[config.mk]
export PLATFORM = sky130hd
export DESIGN_NAME = dff_upset_counter_link_flat
export DESIGN_NICKNAME = d
export VERILOG_FILES = /design/src/rtl/dff_upset_counter_link_if.sv /design/src/rtl/dff_upset_counter_link.sv /design/src/flat_wrapper.sv
export SDC_FILE = /design/constraint.sdc
export NUM_CORES = 2
export LEC_CHECK = 0
export ABC_CLOCK_PERIOD_IN_PS = 73100
export CAP_MARGIN = 25
export CORE_ASPECT_RATIO = 0.7
export CORE_MARGIN = 2
export CORE_UTILIZATION = 42
export CTS_CLUSTER_DIAMETER = 200
export DETAILED_ROUTE_END_ITERATION = 16
export DONT_BUFFER_PORTS = 1
export GPL_ROUTABILITY_DRIVEN = 0
export SLEW_MARGIN = 20
export SYNTH_ARGS = -nofsm -noshare
export SYNTH_HDL_FRONTEND = slang
export SYNTH_SLANG_ARGS = --single-unit
[constraint.sdc]
create_clock -name clk -period 73.1 [get_ports clk]
set_input_delay 10.965 -clock clk [delete_from_list [all_inputs] [get_ports clk]]
set_output_delay 10.965 -clock clk [all_outputs]
set_load 0.1 [all_outputs]
[src/rtl/dff_upset_counter_link_if.sv]
// dff_upset_counter_link_if: DUT pin bank plus Pi GPIO link bundle
interface dff_upset_counter_link_if #(parameter int N_CH = 19);
  logic [N_CH-1:0] dut_q;
  logic [N_CH-1:0] expected;
  logic save_data;
  logic data_clk;
  logic data_out;
  logic frame_ready;
  logic upset;
  modport master (output dut_q, expected, save_data, data_clk, input data_out, frame_ready, upset);
  modport slave (input dut_q, expected, save_data, data_clk, output data_out, frame_ready, upset);
endinterface

[src/rtl/dff_upset_counter_link.sv]
// dff_upset_counter_link: per-channel DFF upset counters, snapshotted and shifted out to the Pi
module dff_upset_counter_link #(
  parameter int N_CH = 19,
  parameter int CNT_W = 16,
  parameter int SYNC_STAGES = 2
) (
  input logic clk,
  input logic rst,
  dff_upset_counter_link_if.slave link
);
  localparam int FRAME_W = 8 + N_CH * CNT_W;
  localparam int IDX_W = $clog2(FRAME_W + 1);
  localparam int WARM_W = $clog2(SYNC_STAGES + 2);
  logic [N_CH+1:0] sync_r [SYNC_STAGES];
  logic [N_CH+1:0] sync_q;
  logic save_d, dclk_d, save_edge, shift_edge, en, ready, upset_r;
  logic [N_CH-1:0] m, m_d, up;
  logic [N_CH-1:0][CNT_W-1:0] cnt;
  logic [7:0] seq;
  logic [FRAME_W-1:0] sr;
  logic [IDX_W-1:0] idx;
  logic [WARM_W-1:0] warm;
  assign sync_q = sync_r[SYNC_STAGES-1];
  assign m = sync_q[N_CH-1:0] ^ link.expected;
  assign en = warm == WARM_W'(SYNC_STAGES + 1);
  assign up = m & ~m_d & {N_CH{en}};
  assign save_edge = sync_q[N_CH] & ~save_d;
  assign shift_edge = sync_q[N_CH+1] & ~dclk_d & ready;
  assign link.data_out = sr[FRAME_W-1];
  assign link.frame_ready = ready;
  assign link.upset = upset_r;
  // m_d follows m during warm-up so reset-zero synchroniser contents never count
  always_ff @(posedge clk or posedge rst)
    if (rst) begin
      for (int s = 0; s < SYNC_STAGES; s++) sync_r[s] <= '0;
      save_d <= 1'b0;
      dclk_d <= 1'b0;
      m_d <= '0;
      warm <= '0;
      upset_r <= 1'b0;
      cnt <= '0;
      seq <= '0;
      sr <= '0;
      idx <= '0;
      ready <= 1'b0;
    end else begin
      sync_r[0] <= {link.data_clk, link.save_data, link.dut_q};
      for (int s = 1; s < SYNC_STAGES; s++) sync_r[s] <= sync_r[s-1];
      save_d <= sync_q[N_CH];
      dclk_d <= sync_q[N_CH+1];
      m_d <= m;
      if (!en) warm <= warm + WARM_W'(1);
      upset_r <= |up;
      for (int i = 0; i < N_CH; i++)
        cnt[i] <= save_edge ? CNT_W'(up[i]) : (up[i] && !(&cnt[i])) ? cnt[i] + CNT_W'(1) : cnt[i];
      if (save_edge) begin
        sr <= {seq, cnt};
        seq <= seq + 8'd1;
        ready <= 1'b1;
        idx <= '0;
      end else if (shift_edge) begin
        sr <= sr << 1;
        idx <= idx + IDX_W'(1);
        ready <= idx != IDX_W'(FRAME_W - 1);
      end
    end
endmodule

[src/flat_wrapper.sv]
// flat-port wrapper written by rule: the top's interface ports become plain ports
module dff_upset_counter_link_flat 
#(
  parameter int N_CH = 19,
  parameter int CNT_W = 16,
  parameter int SYNC_STAGES = 2
)
  (clk, rst, link_dut_q, link_expected, link_save_data, link_data_clk, link_data_out, link_frame_ready, link_upset);
  dff_upset_counter_link_if #(.N_CH(N_CH)) link_i ();
  input logic clk;
  input logic rst;
  input wire logic [$bits(link_i.dut_q)-1:0] link_dut_q;
  input wire logic [$bits(link_i.expected)-1:0] link_expected;
  input wire logic [$bits(link_i.save_data)-1:0] link_save_data;
  input wire logic [$bits(link_i.data_clk)-1:0] link_data_clk;
  output wire logic [$bits(link_i.data_out)-1:0] link_data_out;
  output wire logic [$bits(link_i.frame_ready)-1:0] link_frame_ready;
  output wire logic [$bits(link_i.upset)-1:0] link_upset;
  assign link_i.dut_q = link_dut_q;
  assign link_i.expected = link_expected;
  assign link_i.save_data = link_save_data;
  assign link_i.data_clk = link_data_clk;
  assign link_data_out = link_i.data_out;
  assign link_frame_ready = link_i.frame_ready;
  assign link_upset = link_i.upset;
  dff_upset_counter_link #(.N_CH(N_CH), .CNT_W(CNT_W), .SYNC_STAGES(SYNC_STAGES)) u_core (.clk(clk), .rst(rst), .link(link_i));
endmodule
After elaboration in Yosys (flattened, before gate mapping)
Index checks and enable logic that the tools add are counted.
{"block": "word_totals", "regBits": 700, "elab_cells": 185, "out_inout_bits": 3}
{"block": "op_classes", "addsub": 22, "reduce_logical": 78, "muxes": 44, "n_eq_ne": 2, "bitwise_logic": 9}
{"op": "2-to-1 mux 312 bit", "count": 2}
{"op": "2-to-1 mux 16 bit", "count": 38}
{"op": "adder 16 x 1 -> 16 bit, second input constant", "count": 19}
{"op": "AND reduction 16 bit", "count": 19}
{"op": "nonzero test 2 bit", "count": 20}
{"op": "AND 19 bit", "count": 2}
{"op": "logical AND 1 bit", "count": 19}
{"op": "zero test 1 bit", "count": 19}
{"op": "inverter 19 bit", "count": 1}
{"op": "OR reduction 19 bit", "count": 1}
{"op": "bitwise XOR 19 bit", "count": 1}
{"op": "2-to-1 mux 9 bit", "count": 2}
{"op": "adder 9 x 1 -> 9 bit, second input constant", "count": 1}
{"op": "inequality test 9 bit, second input constant", "count": 1}
{"op": "adder 8 x 1 -> 8 bit, second input constant", "count": 1}
{"op": "AND 1 bit", "count": 3}
{"op": "adder 2 x 1 -> 2 bit, second input constant", "count": 1}
{"op": "equality test 2 bit, second input constant", "count": 1}
{"op": "2-to-1 mux 1 bit", "count": 2}
{"op": "inverter 1 bit", "count": 2}

Depth between registers and ports, before layout
{"block": "logic_depth", "depth_word": 6, "mapped_depth": 8, "mapped_depth_nobuf": 6}

Least setup slack after synthesis
Ideal clock, no wire load.
{"block": "synth_timing", "path_type": "input to register", "startpoint": "input link_expected[0]", "endpoint": "register u_core.cnt[7] (netlist name)", "n_path_buf": 0, "setup_ns": 0.132, "required_time_ns": 72.968, "path_stages": 5, "arrival_ns": 12.119, "slack_ns": 60.849, "path_cell_list": "xor2_1 > nand2_4 > or4_1 > xor2_1 > nor2_1"}
{"block": "synth_via", "elab_chain_cells": 5}
{"item": "start, declared", "line": "flat_wrapper.sv:13", "rtl": "input wire logic [$bits(link_i.expected)-1:0] link_expected;"}
{"item": "bitwise XOR 19 bit", "line": "dff_upset_counter_link.sv:24", "rtl": "assign m = sync_q[N_CH-1:0] ^ link.expected;"}
{"item": "AND 19 bit (2 in a row)", "line": "dff_upset_counter_link.sv:26", "rtl": "assign up = m & ~m_d & {N_CH{en}};"}
{"item": "logical AND 1 bit", "line": "dff_upset_counter_link.sv:55", "rtl": "cnt[i] <= save_edge ? CNT_W'(up[i]) : (up[i] && !(&cnt[i])) ? cnt[i] + CNT_W'(1) : cnt[i];"}
{"item": "nonzero test 2 bit (no source line)"}
{"item": "end signal, assigned by index", "line": "dff_upset_counter_link.sv:55"}
{"item": "end, declared", "line": "dff_upset_counter_link.sv:18", "rtl": "logic [N_CH-1:0][CNT_W-1:0] cnt;"}
No other way between the ends.
A chain may end at the register's enable or synchronous reset.

==> summary.txt <==
Iter 0 DRT Violations: 1938
Power per standard cell area: 25.38 mW/mm²
Rows: 86
Main synth FF type: dfrtp_1
Post-route design area: 0.03641 mm²
Worst R2R Setup Slack: 69.10 ns
# hold bufs at CTS: 0
First-pass GRT wire length: 121100 µm
ANT nets after route: 0
CTS buffer count: 74
Avg Cell Area, Syn: 9.120 µm²
Slew margin rel.: 27.33%
Worst-path cell chain: inv_8 -> buf_4 -> buf_12 -> buf_4
CTS H-tree depth: 3
DRC viols: 0
Largest net degree at the start of global routing: 220
# resized after CTS: 0
Placed cells: 4502
HPWL after DPL: 40700 µm
Antenna Cells: 0
Die Width: 339.4 µm
DR WL/cell: 15.05 µm
Slew Viols, Final: 0
CTS max path bufs: 3
Area growth syn-to-layout: 10.08%
Via Count: 24870
Post-Syn Area: 0.03308 mm²
Clk_skew: 0.02975 ns
Type of the worst min-delay path: flip-flop to flip-flop
Seq cells post-synth: 700
Fmax: 0.07638 GHz
Seq/Total Area, Yosys: 52.95%
Crit. End Element: async pin
Core Area: 0.07834 mm²
Async SR Flop Fraction: 100.0%
Reg2reg path depth: 5
Reg-to-reg startpoint: u_core.link.frame_ready$_DFFE_PP0P_
Critical path origin: rst
DIE AREA: 0.08106 mm²
Syn. warnings: 0
Critical path destination: u_core.sr[187]$_DFFE_PP0P_
1st-pass router iterations: 5
Outcome: finished clean
Final Hold Violating Endpoints: 0
Post-Syn Instances: 3627
Slowest-stage cell, CP: buf_4
CP max stage delay: 0.78 ns
Reg clk slew, reported paths: 0.06 ns
Clock Root Buffer: clkbuf_16
Critical path type: input pin to async pin
Reg-to-Reg End: u_core.sr[256]$_DFFE_PP0P_
Post-synth EDFFs: 0
Netlist cell types: 74
Die Ht: 238.8 µm
Final nets: 3591
Non-filler cells, final: 4637
Clock latency on the worst-skew pair: 0.62 ns
Grt total ovfl: 0
Placed Area: 0.03388 mm²
Setup TNS: 0 ns
Drt total wl: 69810 µm
Tcrit/Tclk final: 17.91%
Initial antenna violation count: 0
Post-CTS setup buffer count: 0
Top Ports: 45
Layout cell share with drive strength beyond 1: 5.892%
Starting Density: 42.23%
Fillcell total: 7620
Number of global-route vias before repair: 23520
Clock sinks: 700
CP Data Required Time: 73.73 ns
Leak: 0.01564 µW
Worst EP arrival: 13.72 ns
Port buffer count: 0
Max-cap violations: 0
Final setup viols: 0
Critical path startpoint category: input pin
Syn nets: 3691
Tightest Pin Transition: 1.090 ns
Crit path top cell by count: buf_4
CTS tree: yes
Unrepaired setup endpoints after global routing: no
Minimum clock period: 13.09 ns
Maximum vdd drop: 0.01733 mV
All-Layer GR Usage: 17.59%
Max Fanout on Critical Path: 143
Vias per inst: 5.363
==> cell type report <==
| cell class | instances | area, µm² | area share (%) |
|---|---|---|---|
| Clock buffer | 113 | 2265 | 6.220 |
| Clock inverter | 17 | 170.2 | 0.4673 |
| Inverter | 24 | 97.59 | 0.2680 |
| Multi-Input combinational cell | 2694 | 14690 | 40.34 |
| Sequential cell | 700 | 17520 | 48.11 |
| Tap cell | 1056 | 1321 | 3.629 |
| Timing Repair Buffer | 33 | 352.8 | 0.9690 |
==> where the power goes <==
| part | internal [µW] | switching (µW) | total, µW |
|---|---|---|---|
| combinational | 34.2 | 56.3 | 90.4 |
| sequential | 426 | 29.6 | 455 |
| clock | 224 | 155 | 378 |
| total | 684 | 240 | 924 |
==> layout by cell type (no fill, tap or decap), types with 6 or more instances in the layout <==
cell type and n:
xor2_1 62, and2_1 17, clkinv_2 11, clkbuf_8 16, nand4_1 101, nor4_1 63
nor4b_2 6, xnor2_1 186, a21oi_1 35, clkbuf_1 18, a311oi_1 6, nor3b_1 18
nor3_1 80, nor2_1 597, a31oi_1 325, mux2i_1 17, ha_1 21, nor2b_1 7
nand4b_1 6, and2b_1 7, or2_2 9, o21ai_0 28, or3_1 16, buf_4 22
dfrtp_1 700, a211oi_1 17, nand2_1 748, nor4b_1 11, and3_1 35, a31o_2 9
clkbuf_16 79, and4_1 39, nand3_1 106, o22ai_1 12, inv_1 23, nor4_2 17
nand2b_1 17
==> flip-flops by register name, indices dropped and copies added (netlist names), 2 cells and up <==
register,count
u_core.seq,8
u_core.sr,312
u_core.m_d,19
u_core.warm,2
u_core.sync_q,21
u_core.idx,9
u_core.sync_r,21
u_core.cnt,304
==> routing by layer <==
layer  global-route usage (%)  wire (µm)
met1                    27.95      38250
met2                    24.87      27980
met3                    2.600       2303
met4                    4.304       1275
met5                        0          0
==> logic make-up after synthesis <==
group | Yosys count | synth area share [%]
DFF | 700 | 52.95
buffers and inverters | 233 | 2.723
AOI/OAI and AO/OA | 469 | 9.157
xor gates and xnor gates | 249 | 6.615
muxes | 21 | 0.6506
adders and majority gates | 22 | 0.8321
and+or+nand+nor | 1933 | 27.07
==> synth_stat cells, types with 3 or more instances <==
cell type	n	area (µm²)
nor2b_1	8	50.05
nor4_1	64	400.4
or2_2	9	56.30
clkbuf_1	180	675.7
a311oi_1	6	52.55
nand4_1	101	631.9
and4_1	39	341.6
ha_1	22	275.3
and2_1	17	106.4
nor2_1	597	2241
nand4b_1	6	52.55
a21oi_1	35	175.2
o311ai_0	3	26.28
mux2_2	3	33.78
o22ai_1	12	75.07
o21ai_0	28	140.1
buf_2	14	70.07
nand2_1	748	2808
nand2b_1	18	112.6
a211oi_1	17	127.6
nand3b_1	5	37.54
and2b_1	7	52.55
a31oi_1	325	2033
xor2_1	62	543.0
nor4b_1	11	96.34
a31o_2	9	78.83
buf_1	12	45.04
nor4_2	16	200.2
o211ai_1	5	37.54
nor3_1	80	400.4
nor4_4	4	85.08
nor4b_2	6	90.09
nand3_1	106	530.5
xnor2_1	186	1629
inv_1	24	90.09
or2_1	5	31.28
nor3b_1	18	135.1
or3_1	16	100.1
o2111ai_1	4	35.03
dfrtp_1	700	17520
and3_1	35	219.0
o211a_1	4	40.04
or4_1	3	22.52
o31ai_1	4	30.03
mux2i_1	17	170.2
==> worst min-delay path by stage <==
stage / depth (start not counted) / slack [ns] / from / end
global placement: 0 / 0.33 / u_core.sync_r[34]$_DFF_PP0_ / u_core.sync_q[13]$_DFF_PP0_
CTS: 0 / 0.35 / u_core.sync_r[28]$_DFF_PP0_ / u_core.sync_q[7]$_DFF_PP0_
floorplan: 0 / 0.33 / u_core.sync_r[21]$_DFF_PP0_ / u_core.sync_q[0]$_DFF_PP0_
finish: 0 / 0.34 / u_core.sync_r[33]$_DFF_PP0_ / u_core.sync_q[12]$_DFF_PP0_
detailed placement: 0 / 0.33 / u_core.sync_r[34]$_DFF_PP0_ / u_core.sync_q[13]$_DFF_PP0_
global route: 0 / 0.35 / u_core.sync_r[33]$_DFF_PP0_ / u_core.sync_q[12]$_DFF_PP0_
==> metrics by stage <==
| step | worst slack [ns] | power [µW] | util, % | hold slack (ns) |
|---|---|---|---|---|
| 2_1_floorplan | 42.50 | 528.4 | - | 0.3312 |
| 3_3_place_gp | 58.95 | 550.8 | 43.25 | 0.3318 |
| 3_5_place_dp | 58.96 | 552.7 | 43.25 | 0.3347 |
| 4_1_cts | 59.61 | 937.7 | 46.36 | 0.3478 |
| 5_1_grt | 59.38 | 972.6 | 46.48 | 0.3522 |
| 6_report | 60.01 | 924.2 | 46.48 | 0.3448 |
==> worst max-delay path, delay by kind of cell <==
family   cells  cell delay (ns)
buf+inv      4             2.56
Power figures use the tool's default switching activity.
